===== src/rtl/bolo_scan_gen.sv =====
// Raster scan sequencer for the bolometer readout: coordinates, frame reset pulse, line parity, EOF interrupt.
// Optional frame counter enabled by defining SCAN_FRAME_CNT_EN.
`ifndef MODE_MATH_PED
`define MODE_MATH_PED 8'hA5
`endif

module bolo_scan_gen #(
  parameter int unsigned H_ACTIVE  = 384,
  parameter int unsigned V_ACTIVE  = 288,
  parameter int unsigned H_BLANK   = 16,
  parameter int unsigned RST_PULSE = 4,
  parameter int unsigned CNT_W     = 10,
  parameter int unsigned FCNT_W    = 16
) (
  input  logic              CLK,
  input  logic              RESET_N,
  input  logic              ENABLE,
  input  logic              SINGLE,
  input  logic              START,
  input  logic [31:0]       MODE,
  output logic [CNT_W-1:0]  HORIZONTAL,
  output logic [CNT_W-1:0]  VERTICAL,
  output logic              PIX_VALID,
  output logic              LINE_START,
  output logic              FRAME_START,
  output logic              CHANGE,
  output logic              RESET_BOLOMETER,
  output logic              INT_MK,
  output logic              BUSY,
  output logic [FCNT_W-1:0] FRAME_CNT
);

  localparam int unsigned PW = (RST_PULSE > 1) ? $clog2(RST_PULSE) : 1;
  localparam int unsigned BW = (H_BLANK > 1) ? $clog2(H_BLANK) : 1;
  localparam logic [CNT_W-1:0] H_LAST = CNT_W'(H_ACTIVE - 1);
  localparam logic [CNT_W-1:0] V_LAST = CNT_W'(V_ACTIVE - 1);
  localparam logic [PW-1:0]    P_LAST = PW'(RST_PULSE - 1);
  localparam logic [BW-1:0]    B_LAST = BW'((H_BLANK > 0) ? (H_BLANK - 1) : 0);

  typedef enum logic [1:0] {IDLE, FRESET, ACTIVE, HBLANK} state_t;

  state_t           state_q, state_d;
  logic [CNT_W-1:0] h_q, h_d, v_q, v_d;
  logic [PW-1:0]    p_q, p_d;
  logic [BW-1:0]    b_q, b_d;
  logic             change_q, change_d;
  logic             pix_valid_q, pix_valid_d;
  logic             line_start_q, line_start_d;
  logic             frame_start_q, frame_start_d;
  logic             rst_bolo_q, rst_bolo_d;
  logic             int_mk_q;
  logic             busy_q;
  logic             line_end;
  logic             frame_end;
  logic             mode_ped;
  logic             unused_mode;

  assign mode_ped    = (MODE[15:8] == `MODE_MATH_PED);
  assign unused_mode = ^{MODE[31:16], MODE[7:0]};

  // State, counters and registered outputs
  always_ff @(posedge CLK or negedge RESET_N) begin
    if (!RESET_N) begin
      state_q       <= IDLE;
      h_q           <= '0;
      v_q           <= '0;
      p_q           <= '0;
      b_q           <= '0;
      change_q      <= 1'b0;
      pix_valid_q   <= 1'b0;
      line_start_q  <= 1'b0;
      frame_start_q <= 1'b0;
      rst_bolo_q    <= 1'b0;
      int_mk_q      <= 1'b0;
      busy_q        <= 1'b0;
    end else begin
      state_q       <= state_d;
      h_q           <= h_d;
      v_q           <= v_d;
      p_q           <= p_d;
      b_q           <= b_d;
      change_q      <= change_d;
      pix_valid_q   <= pix_valid_d;
      line_start_q  <= line_start_d;
      frame_start_q <= frame_start_d;
      rst_bolo_q    <= rst_bolo_d;
      int_mk_q      <= frame_end && !mode_ped;
      busy_q        <= (state_d != IDLE);
    end
  end

  // Next state; ENABLE low in a running state leaves everything frozen
  always_comb begin
    state_d       = state_q;
    h_d           = h_q;
    v_d           = v_q;
    p_d           = p_q;
    b_d           = b_q;
    change_d      = change_q;
    pix_valid_d   = 1'b0;
    line_start_d  = 1'b0;
    frame_start_d = 1'b0;
    line_end      = 1'b0;
    frame_end     = 1'b0;

    case (state_q)
      IDLE: begin
        if (ENABLE && (!SINGLE || START)) begin
          state_d = FRESET;
          p_d     = '0;
          h_d     = '0;
          v_d     = '0;
        end
      end
      FRESET: begin
        if (ENABLE) begin
          if (p_q == P_LAST) begin
            state_d       = ACTIVE;
            h_d           = '0;
            v_d           = '0;
            pix_valid_d   = 1'b1;
            line_start_d  = 1'b1;
            frame_start_d = 1'b1;
          end else begin
            p_d = p_q + PW'(1);
          end
        end
      end
      ACTIVE: begin
        if (ENABLE) begin
          if (h_q == H_LAST) begin
            change_d = ~change_q;
            if (H_BLANK > 0) begin
              state_d = HBLANK;
              b_d     = '0;
            end else begin
              line_end = 1'b1;
            end
          end else begin
            h_d         = h_q + CNT_W'(1);
            pix_valid_d = 1'b1;
          end
        end
      end
      HBLANK: begin
        if (ENABLE) begin
          if (b_q == B_LAST) begin
            line_end = 1'b1;
          end else begin
            b_d = b_q + BW'(1);
          end
        end
      end
      default: state_d = IDLE;
    endcase

    // Line advance, or frame wrap after the last line
    if (line_end) begin
      h_d = '0;
      if (v_q == V_LAST) begin
        frame_end = 1'b1;
        v_d       = '0;
        if (!SINGLE) begin
          state_d = FRESET;
          p_d     = '0;
        end else begin
          state_d = IDLE;
        end
      end else begin
        v_d          = v_q + CNT_W'(1);
        state_d      = ACTIVE;
        pix_valid_d  = 1'b1;
        line_start_d = 1'b1;
      end
    end

    rst_bolo_d = (state_d == FRESET);
  end

`ifdef SCAN_FRAME_CNT_EN
  logic [FCNT_W-1:0] fcnt_q;

  // Completed-frame counter, counts even when the interrupt is masked
  always_ff @(posedge CLK or negedge RESET_N) begin
    if (!RESET_N) begin
      fcnt_q <= '0;
    end else if (frame_end) begin
      fcnt_q <= fcnt_q + FCNT_W'(1);
    end
  end

  assign FRAME_CNT = fcnt_q;
`else
  assign FRAME_CNT = '0;
`endif

  assign HORIZONTAL      = h_q;
  assign VERTICAL        = v_q;
  assign PIX_VALID       = pix_valid_q;
  assign LINE_START      = line_start_q;
  assign FRAME_START     = frame_start_q;
  assign CHANGE          = change_q;
  assign RESET_BOLOMETER = rst_bolo_q;
  assign INT_MK          = int_mk_q;
  assign BUSY            = busy_q;

endmodule


===== config.mk =====
export PLATFORM = sky130hd
export DESIGN_NAME = bolo_scan_gen
export DESIGN_NICKNAME = d
export VERILOG_FILES = /design/src/rtl/bolo_scan_gen.sv
export SDC_FILE = /design/constraint.sdc
export NUM_CORES = 1
export LEC_CHECK = 0
export CORE_UTILIZATION = 45
export CTS_BUF_LIST = sky130_fd_sc_hd__clkbuf_16
export DETAILED_ROUTE_END_ITERATION = 8
export PLACE_DENSITY = 0.81
export SLEW_MARGIN = 20
export SYNTH_ARGS = -nofsm -noshare
export SYNTH_HDL_FRONTEND = slang
export SYNTH_SLANG_ARGS = --single-unit

===== constraint.sdc =====
create_clock -name CLK -period 2 [get_ports CLK]
set_input_delay 0.3 -clock CLK [delete_from_list [all_inputs] [get_ports CLK]]
set_output_delay 0.3 -clock CLK [all_outputs]
set_load 0.02 [all_outputs]

### After elaboration in Yosys (flattened, before gate mapping)

Index checks and enable logic that the tools add are counted.

| word-level totals | value |
|---|---|
| register bits | 35 |
| input bits | 37 |
| logic and storage cells | 95 |

| cells by class | value |
|---|---|
| reduce and logical (&&, ||, !) cells | 14 |
| bitwise logic cells | 1 |
| add/sub/neg operators | 4 |
| muxes and demuxes | 46 |
| equal/unequal tests | 18 |

Operators with widths:

| operator | number |
|---|---|
| two-way mux 10 bit | 8 |
| one-hot mux 10 bit (3 select lines) | 1 |
| two-way mux 2 bit | 13 |
| adder 10 x 1 -> 10 bit, second input constant | 2 |
| equality test 10 x 9 -> 1 bit, second input constant | 2 |
| one-hot mux 10 bit (2 select lines) | 1 |
| two-way mux 4 bit | 4 |
| two-way mux 1 bit | 15 |
| inequality test 3 bit, second input constant | 5 |
| equality test 8 bit, second input constant | 1 |
| inequality test 2 bit, second input constant | 4 |
| one-hot mux 4 bit (2 select lines) | 1 |
| equality test 2 bit, second input constant | 3 |
| one-hot mux 2 bit (3 select lines) | 1 |
| AND reduction 6 bit | 1 |
| AND reduction 5 bit | 1 |
| adder 4 x 1 -> 4 bit, second input constant | 1 |
| equality test 2 x 1 -> 1 bit, second input constant | 2 |
| equality test 4 bit, second input constant | 1 |
| one-hot mux 2 bit (2 select lines) | 1 |
| AND reduction 4 bit | 1 |
| nonzero test 2 bit | 2 |
| nonzero test 4 bit | 1 |
| AND reduction 3 bit | 1 |
| other kinds (8) | 10 |

### Longest topological paths before layout

| logic depth | value |
|---|---|
| depth in word-level cells | 8 |
| depth in mapped cells | 8 |
| depth with buffers taken out | 8 |

### Worst setup path after synthesis

No wires, ideal clock.

| timing path | value |
|---|---|
| kind | reg-to-reg |
| from | register state_q[0] |
| to | register h_q[3], in the netlist HORIZONTAL[3] |
| arrival time | 1695 ps |
| path slack | 236 ps |
| stages on the path, launching flop included | 9 |
| library setup time | 69 ps |
| required time | 1931 ps |
| period minus slack after synthesis | 1764 ps |
| buffers on the path | 1 |
| cells stage by stage | dfrtp_1 -> inv_1 -> ha_1 -> buf_2 -> nand2_1 -> o22ai_2 -> nand2_1 -> or4_1 -> nand3_1 |

| on the way | value |
|---|---|
| longest elaborated chain between the ends | 4 |
| elaborated cells between the ends (all ways) | 14 |
| those cells by class | eq/ne: 8; mux: 3; reduce/logical: 3 |

Ends and longest elaborated chain:

| item | line | source |
|---|---|---|
| start: declaration | 42 | `state_t state_q, state_d;` |
| start signal: assignment | 77 | `state_q <= state_d;` |
| equality test 2 bit | 106 | `case (state_q)` |
| two-way mux 1 bit | -- |  |
| inequality test 3 bit (no source line) / nonzero test 4 bit (equally long branches) | -- |  |
| AND reduction 6 bit (no source line) | -- |  |
| end signal: assignment | 65 | `h_q <= '0;` |
| end signal: assignment | 78 | `h_q <= h_d;` |
| end: declaration | 43 | `logic [CNT_W-1:0] h_q, h_d, v_q, v_d;` |

Several ways; a longest one is shown, not always the timed one.
A chain may end at the register's enable or synchronous reset.

### Worst setup path in the final report

| timing path | value |
|---|---|
| from | register state_q[1] |
| to | register h_q[3], in the netlist HORIZONTAL[3] |

The elaborated chain is that of the path after synthesis.

==> reports/metrics.csv <==
metric,value,unit
# diodes,0,
warnings from Yosys,0,
RSZ-0062 raised after global routing,yes,
Worst Hold Class,in2async,
Peak Freq,537,MHz
Max-cap violations,0,
All-Layer GR Usage,0.219,
predominant post-synthesis flop cell,dfrtp_1,
WP data arrival,2.08,ns
Clock Sinks,35,
Avg Inst Size Synth,8.73,sq um
Die ar.,5150,sq um
synth-to-layout area growth,34.8,%
clock-pin slew on the worst setup and hold paths,0.06,ns
cells along the critical path,inv_1 -> ha_2 -> nand2_1 -> o22ai_2 -> nand2_1 -> or4_1 -> nand3_1,
status,completed,
area of the mapped netlist,2190,sq um
Post-Synth Adder-Cell Area,0.0400,
xor and xnor area share after synthesis,0.00799,
CTS Buf Count,5,
setup TNS,0,ns
min Tclk post-route,1.86,ns
Multi-input gate area,1180,sq um
share of cells above drive strength 1,0.156,
filler cell count in the final layout,411,
routed len/inst,13.9,um
antenna-violating nets left,0,
Clock Path Buffers,2,
sequential area share after synthesis,0.400,
initial antenna violation count,0,
post-synthesis compound-gate area fraction,0.177,
Via density,5.53,
Register Area,876,sq um
# port buffers,39,
Rows,25,
detailed-route DRC error count,0,
#FFs+latches synth,35,
CTS H-Tree Depth,2,
number of global-route vias before repair,1965,
most frequent cells in the layout,"clkdlybuf4s50_1 (39), dfrtp_1 (35), buf_4 (32)",
Final Net Count,364,
Die H,71.8,um
"Buf+Inv Stages, Crit Path",1,
"commonest non-fill, non-tap cell in the layout",clkdlybuf4s50_1,
worst vdd ir,0.382,mV
CP Class,reg2reg,
final worst clock skew,0.00392,ns
DRT iter0 DRCs,140,
clock tree from TritonCTS,built,
# IOs,80,
mux contribution to synthesized area,0.00457,
CP endpoint kind,register,
"Hold Vio Cnt, Final",0,
largest family of logic cells by synthesized area,simple AND/OR/NAND/NOR gates,
setup ws final,0.137,ns
Hold Slack,0.435,ns
drt first pass iters,4,
Post-synth EDFFs,0,
die width,71.8,um
initial core utilization,0.467,
GP Congestion,0.899,
pin count of the biggest net entering global routing,36,
Final Slew Violations,0,
family with the most delay on the worst path,simple AND/OR/NAND/NOR gates,
WL final,5210,um
Slowest cell on crit path,or4_1,
vias,2075,
core box area,4690,sq um
CP max FO,9,
Synth cell types,52,
Final Cycle Share,0.931,
Synth Instances,251,
Worst-Skew Late Latency,0.28,ns
Critical Path Start Type,register,
critical path required time,2.21,ns
Worst path max stage delay,0.51,ns
post-synthesis simple-gate area fraction,0.277,
first-pass GRT wire length,8870,um
leakage power,1.30,nW
final setup vio count,0,
GR Overflow Total,0,
pre-CTS setup slack,-0.117,ns
Post-synth ARST share,1.00,
CTS Root Cell,clkbuf_16,
CTS Hold Bufs,0,
PD cells,979,nW/um^2
"most used cell, CP",nand2_1,
HPWL after DPL,3800,um
## what timing repair did
action	in CTS	in global routing
endpoints found under the hold margin	0	0
buffers inserted	0	0
endpoints found under the setup margin	0	10
gates resized for setup	0	4
## worst paths after layout
path,from,to,slack (ns),depth (start not counted)
max,state_q[1]$_DFF_PN0_,HORIZONTAL[3]$_DFFE_PN0P_,0.14,7
min,RESET_N,HORIZONTAL[5]$_DFFE_PN0P_,0.44,2
max reg2reg,state_q[1]$_DFF_PN0_,HORIZONTAL[3]$_DFFE_PN0P_,0.14,7
min reg2reg,CHANGE$_DFFE_PN0P_,CHANGE$_DFFE_PN0P_,0.47,1
max in group asynchronous,RESET_N,HORIZONTAL[8]$_DFFE_PN0P_,1.23,2
min in group CLK,CHANGE$_DFFE_PN0P_,CHANGE$_DFFE_PN0P_,0.47,1
## cells by family after synthesis
logic type	after synthesis
AO/OA/AOI/OAI	63
XOR/XNOR	2
adder cells (fa/ha/maj)	7
buffers and inverters	34
flip-flops	35
multiplexers	1
other	1
AND/OR/NAND/NOR	108
## sequential cells by signal, indices dropped and copies added, names as in the netlist
register and count:
BUSY 1, CHANGE 1, FRAME_START 1, HORIZONTAL 10, INT_MK 1, LINE_START 1
PIX_VALID 1, RESET_BOLOMETER 1, VERTICAL 10, b_q 4, p_q 2, state_q 2
## metal layers
layer,part of all wire,GRT usage,vias to the layer above
met1,0.43,0.268,975
met2,0.51,0.390,67
li1,-,-,1027
met4,0.011,0.0610,0
met5,0,0,-
met3,0.056,0.0436,6
## synth_stat cells, drive strengths merged (2+ instances only)
cell / instances / area share
dfrtp: 35 / 0.40
nand2: 27 / 0.046
o21ai: 27 / 0.062
nand3: 23 / 0.057
buf: 22 / 0.072
a21oi: 13 / 0.030
inv: 10 / 0.017
nor2: 10 / 0.017
nand4: 9 / 0.026
ha: 7 / 0.040
nor3: 7 / 0.021
a21o: 4 / 0.014
a31oi: 4 / 0.011
and2: 4 / 0.011
or3: 4 / 0.011
and3: 3 / 0.0086
nor4bb: 3 / 0.014
or2: 3 / 0.0086
or4: 3 / 0.010
a2111oi: 2 / 0.0080
clkbuf: 2 / 0.0034
nand2b: 2 / 0.0057
nor2b: 2 / 0.0057
o31ai: 2 / 0.0068
## through the flow
stage               area (sq um)  total power, W  instances   util
CTS                         2950         0.00289        375  0.628
finish                      2960         0.00289        375  0.630
global route                2960         0.00311        375  0.630
floorplan                   2250         0.00163        266      -
detailed placement          2780         0.00201        367  0.593
global placement            2780         0.00198        367  0.593
## final cells by class
type / instances / share of cell area
Multi-Input combinational cell: 197 / 0.399
Sequential cell: 35 / 0.296
Timing Repair Buffer: 71 / 0.213
Clock buffer: 5 / 0.0423
Tap cell: 54 / 0.0229
Clock inverter: 3 / 0.0131
Inverter: 10 / 0.0127
## where the power goes
| group | internal, W | switching (W) | total, W |
|---|---|---|---|
| combinational | 0.000476 | 0.000638 | 0.00111 |
| sequential | 0.000815 | 0.0000940 | 0.000909 |
| clock | 0.000581 | 0.000290 | 0.000871 |
No activity file was read; power rests on OpenSTA's default activity.
